`src/rtl/traffic_pkg.sv`:
```
// Shared definitions for the country-road sensor and the signal controller.
// Holds the FSM encoding and the default timing constants.
package traffic_pkg;

    typedef enum logic [1:0] {
        IDLE = 2'd0,
        REQ  = 2'd1,
        HOLD = 2'd2
    } state_t;

    localparam int DEFAULT_DEBOUNCE = 4;
    localparam int DEFAULT_HOLD_CYC = 3;

endpackage

```
`src/rtl/country_car_sensor_loop_debouncer.sv`:
```
// One inductive loop: 2-flop synchronizer, debounce counter and rising-edge detect.
// The level only follows the synchronized input after DEBOUNCE consecutive mismatches.
module loop_debouncer #(
    parameter int DEBOUNCE = 4
) (
    input  logic clock,
    input  logic clear_n,
    input  logic raw,
    output logic level,
    output logic rise
);

    localparam int CW = (DEBOUNCE > 1) ? $clog2(DEBOUNCE) : 1;

    logic          sync1_reg;
    logic          sync2_reg;
    logic          prev_reg;
    logic [CW-1:0] cnt_reg;

    always_ff @(posedge clock or negedge clear_n) begin
        if (!clear_n) begin
            sync1_reg <= 1'b0;
            sync2_reg <= 1'b0;
            prev_reg  <= 1'b0;
            level     <= 1'b0;
            cnt_reg   <= '0;
        end else begin
            sync1_reg <= raw;
            sync2_reg <= sync1_reg;
            prev_reg  <= level;
            if (sync2_reg != level) begin
                if (cnt_reg == CW'(DEBOUNCE - 1)) begin
                    level   <= ~level;
                    cnt_reg <= '0;
                end else begin
                    cnt_reg <= cnt_reg + CW'(1);
                end
            end else begin
                cnt_reg <= '0;
            end
        end
    end

    // Single-cycle pulse on the debounced 0->1 transition only
    assign rise = level & ~prev_reg;

endmodule

```
`src/rtl/country_car_sensor.sv`:
```
// Car-present request for the country road: debounced arrival/departure loops feed a
// saturating queue counter, and a small FSM holds X high a few cycles after the queue empties.
module country_car_sensor
    import traffic_pkg::*;
#(
    parameter int DEBOUNCE = DEFAULT_DEBOUNCE,
    parameter int CNT_W    = 4,
    parameter int HOLD_CYC = DEFAULT_HOLD_CYC
) (
    input  logic             clock,
    input  logic             clear_n,
    input  logic             loop_in_raw,
    input  logic             loop_out_raw,
    output logic             X,
    output logic [CNT_W-1:0] car_count,
    output logic             overflow,
    output logic             underflow
);

    localparam int HW = (HOLD_CYC > 1) ? $clog2(HOLD_CYC) : 1;

    logic [1:0] raw_bus;
    logic [1:0] rise_bus;
    logic [1:0] levels_unused;

    assign raw_bus = {loop_out_raw, loop_in_raw};

    genvar gi;
    generate
        for (gi = 0; gi < 2; gi++) begin : g_loop
            loop_debouncer #(
                .DEBOUNCE(DEBOUNCE)
            ) u_deb (
                .clock  (clock),
                .clear_n(clear_n),
                .raw    (raw_bus[gi]),
                .level  (levels_unused[gi]),
                .rise   (rise_bus[gi])
            );
        end
    endgenerate

    // Simultaneous arrival and departure cancel out, so neither flag is touched
    always_ff @(posedge clock or negedge clear_n) begin
        if (!clear_n) begin
            car_count <= '0;
            overflow  <= 1'b0;
            underflow <= 1'b0;
        end else begin
            case (rise_bus)
                2'b01: begin
                    if (car_count == {CNT_W{1'b1}}) overflow <= 1'b1;
                    else                            car_count <= car_count + CNT_W'(1);
                end
                2'b10: begin
                    if (car_count == '0) underflow <= 1'b1;
                    else                 car_count <= car_count - CNT_W'(1);
                end
                default: ;
            endcase
        end
    end

    state_t        state_reg, state_next;
    logic [HW-1:0] hold_reg, hold_next;

    always_ff @(posedge clock or negedge clear_n) begin
        if (!clear_n) begin
            state_reg <= IDLE;
            hold_reg  <= '0;
            X         <= 1'b0;
        end else begin
            state_reg <= state_next;
            hold_reg  <= hold_next;
            X         <= (state_next != IDLE);
        end
    end

    always_comb begin
        state_next = state_reg;
        hold_next  = hold_reg;
        case (state_reg)
            IDLE: begin
                if (car_count != '0) state_next = REQ;
            end
            REQ: begin
                if (car_count == '0) begin
                    state_next = HOLD;
                    hold_next  = HW'(HOLD_CYC - 1);
                end
            end
            HOLD: begin
                if (car_count != '0)    state_next = REQ;
                else if (hold_reg == '0) state_next = IDLE;
                else                    hold_next  = hold_reg - HW'(1);
            end
            default: state_next = IDLE;
        endcase
    end

endmodule
```
`config.mk`:
```
export PLATFORM = sky130hd
export DESIGN_NAME = country_car_sensor
export DESIGN_NICKNAME = d
export VERILOG_FILES = /design/src/rtl/traffic_pkg.sv /design/src/rtl/country_car_sensor_loop_debouncer.sv /design/src/rtl/country_car_sensor.sv
export SDC_FILE = /design/constraint.sdc
export NUM_CORES = 1
export LEC_CHECK = 0
export CAP_MARGIN = 20
export CORE_MARGIN = 4
export CORE_UTILIZATION = 30
export DETAILED_ROUTE_END_ITERATION = 8
export DONT_BUFFER_PORTS = 1
export PLACE_DENSITY = 0.51
export SLEW_MARGIN = 30
export SYNTH_ARGS = -nofsm -noshare
export SYNTH_HDL_FRONTEND = slang
export SYNTH_SLANG_ARGS = --single-unit
```
`constraint.sdc`:
```
create_clock -name clock -period 2.2 [get_ports clock]
set_input_delay 0.33 -clock clock [delete_from_list [all_inputs] [get_ports clock]]
set_output_delay 0.33 -clock clock [all_outputs]
set_load 0.02 [all_outputs]
```
==> metrics.txt <==
status finished, final reports clean; Skew-Pair Late Insertion Delay 310 ps; Via Count ~620; synthesized-area fraction occupied by adder cells 0.0506; port bufs 0; Req. time, crit path between 2000 and 2500 ps; maximum vdd drop 0.334 mV; Mapped Cells between 80 and 90; Flop pwr share 0.534; H-tree depth 1; crit-path cells nand2b_1 -> nand2_1 -> xnor2_1 -> ha_1 -> nor4_1 -> o2111ai_1 -> a21boi_1; Clock Skew 5.67 ps; Core Rows 20; Initial Util 0.319; CP peak stage delay roughly 440 ps; clk sink count 23; commonest non-fill, non-tap cells in the layout 23 x dfrtp_1, 6 x nor2b_1, 5 x nand2b_1; chip width about 65 microns; Root Driver clkbuf_4; Antenna diodes 0; Netlist cell types 28; main combinational cell family by area after synthesis simple AND/OR/NAND/NOR gates; Switch Pwr about 0.00057 W; Die Y-Extent 65.4 microns; share of layout cells above drive strength 1 0.121; most common cell after layout, fill and taps aside dfrtp_1; Max-slew headroom 0.658; synthesized flop and latch total 23; layout net count 100; post-CTS sizing 0; fin area around 0.0011 sq mm; Finish-stage setup viols 0; Post-CTS Setup Repair Bufs 0; slowest stage cell, crit path dfrtp_1; CTS tree yes; Period minus WS final approximately 1900 ps; Detailed Route Iter0 Violations 36; initial antenna violation count 0; number of warnings issued by yosys 0; I/O Pins 11; arrival time at the worst endpoint between 2000 and 2500 ps; Buf+Inv Stages, Crit Path 0; synthesized cell area a little under 0.001 sq mm; clock group share of total power 0.133; clock-pin slew on the worst setup and hold paths approximately 120 ps; crit path kind register to register; routability cong. between 0.8 and 0.9; setup_tns 0 ps; crit-path max FO 6; dpl cell area ~0.0011 sq mm; prevailing post-synth register cell dfrtp_1; cell family with most CP delay simple AND/OR/NAND/NOR gates; largest net degree at the start of global routing 24; syn avg cell area about 12 sq um; max-slew violations 0; register area share after synthesis 0.582; Hold Vio Cnt, Final 0; max cap viols 0; Compound-Gate Fraction of Synth Area 0.110; Comb power frac 0.333; Internal Power a little under 0.0009 W; async set-reset flop share out of synthesis 1.00; post-DP HPWL 1.13 mm; per-cell routed wire length about 12 microns; Die ar. between 0.004 and 0.005 sq mm; post-synth net total 90; EDFF count, synth 0; first-pass GRT wire length 2.87 mm; post-synthesis simple-gate area fraction 0.177; Net Sw Frac 0.392; mux cell area share after synthesis 0.0341; Slew @ Worst Pin slightly above 500 ps; DRT antenna net count 0; Max Root-Sink Buffers 2; Synth Area in XOR/XNOR 0.0354; DR pass1 iterations 4; CTS Buf Count 3; Fill cells about 320; vias per std cell about 4.6; Core Box Area around 0.0031 sq mm; f_max between 0.5 and 0.6 GHz; PwrDens ~1300 mW/mm^2; gr usage total 0.0860; Pleak roughly 0.46 nW; Tot Pwr ~0.0015 W; fin crit share 0.858; Critical Path Sink Type register; vias in the first global route approximately 640; DRC Markers 0; crit start category register; grt total ovfl 0; RSZ-0062 raised after global routing false; Worst Hold Class input pin to register; Post-Route WL 1.56 mm; Area Growth Syn to Fin 12.3%
==> area by class of cell <==
class	count	area, sq um	share of cell area
clock buffer	4	26.3	0.0236
inverter	3	11.3	0.0101
multi-input combinational	56	403	0.363
sequential	23	576	0.518
tap	44	55.1	0.0495
timing repair buffer	5	40.0	0.0360
==> cell usage after synthesis (3+ instances only) <==
library cell  instances  area [sq um]
a21oi_1               3          15.0
dfrtp_1              23           576
ha_1                  4          50.1
inv_1                 3          11.3
nand2_1               3          11.3
nand2b_1              5          31.3
nor2_1                3          11.3
nor2b_1               6          37.5
nor3_1                4          20.0
o21ai_1               3          15.0
xnor2_1               4          35.0
==> path summary, 6_finish.rpt <==
| check | startpoint | end | slack (ps) | cells past startpoint |
|---|---|---|---|---|
| max in group asynchronous | clear_n | g_loop[0].u_deb.cnt_reg[1]$_DFF_PN0_ | 1340 | 2 |
| min in group asynchronous | clear_n | car_count[0]$_DFFE_PN0P_ | 510 | 2 |
| worst min-delay path | loop_out_raw | g_loop[1].u_deb.sync1_reg$_DFF_PN0_ | 30 | 0 |
| worst max register to register | g_loop[0].u_deb.level$_DFFE_PN0P_ | car_count[2]$_DFFE_PN0P_ | 310 | 7 |
| worst min register to register | g_loop[0].u_deb.sync1_reg$_DFF_PN0_ | g_loop[0].u_deb.sync2_reg$_DFF_PN0_ | 360 | 0 |
| worst max-delay path | g_loop[0].u_deb.level$_DFFE_PN0P_ | car_count[2]$_DFFE_PN0P_ | 310 | 7 |
==> power groups by stage <==
stage | logic, W | registers (W) | clock network, W
detailed placement | 0.000472 | 0.000791 | 0
global route | 0.000556 | 0.000805 | 0.000229
global placement | 0.000468 | 0.000785 | 0
finish | 0.000484 | 0.000776 | 0.000193
CTS | 0.000488 | 0.000779 | 0.000207
floorplan | 0.000387 | 0.000754 | 0
==> cells by family (layout without fill, tap and decap cells) <==
group           count (synthesis)  in the layout
compound gates                 17             17
xor+xnor                        4              4
fa+ha+maj                       4              4
buf+inv                         3             12
flops                          23             23
mux                             3              3
simple gates                   28             28
==> timing repair <==
action / CTS / global route
endpoints found under the hold margin: 23 / 12
endpoints found under the setup margin: 0 / 0
hold buffers: 1 / 2
==> through the flow <==
step | setup slack, ps | hold slack (ps) | instances | utilization
after floorplan | 328 | 34.4 | 82 | -
after global placement | 396 | 35.0 | 128 | 0.342
after detailed placement | 328 | 35.0 | 128 | 0.342
after CTS | 305 | 19.4 | 133 | 0.353
after global routing | 79.1 | 1.72 | 135 | 0.358
final | 312 | 33.9 | 135 | 0.358
==> layer usage <==
metal  track usage  wire length [microns]  up-vias  share of wire
li1              -                      -      308              -
met1         0.109                    745      294           0.48
met2         0.133                    695       17           0.45
met3        0.0274                     92        2          0.059
met4        0.0389                     23        0          0.015
met5             0                      0        -              0
Note: power is estimated with default switching activity, not from simulation.
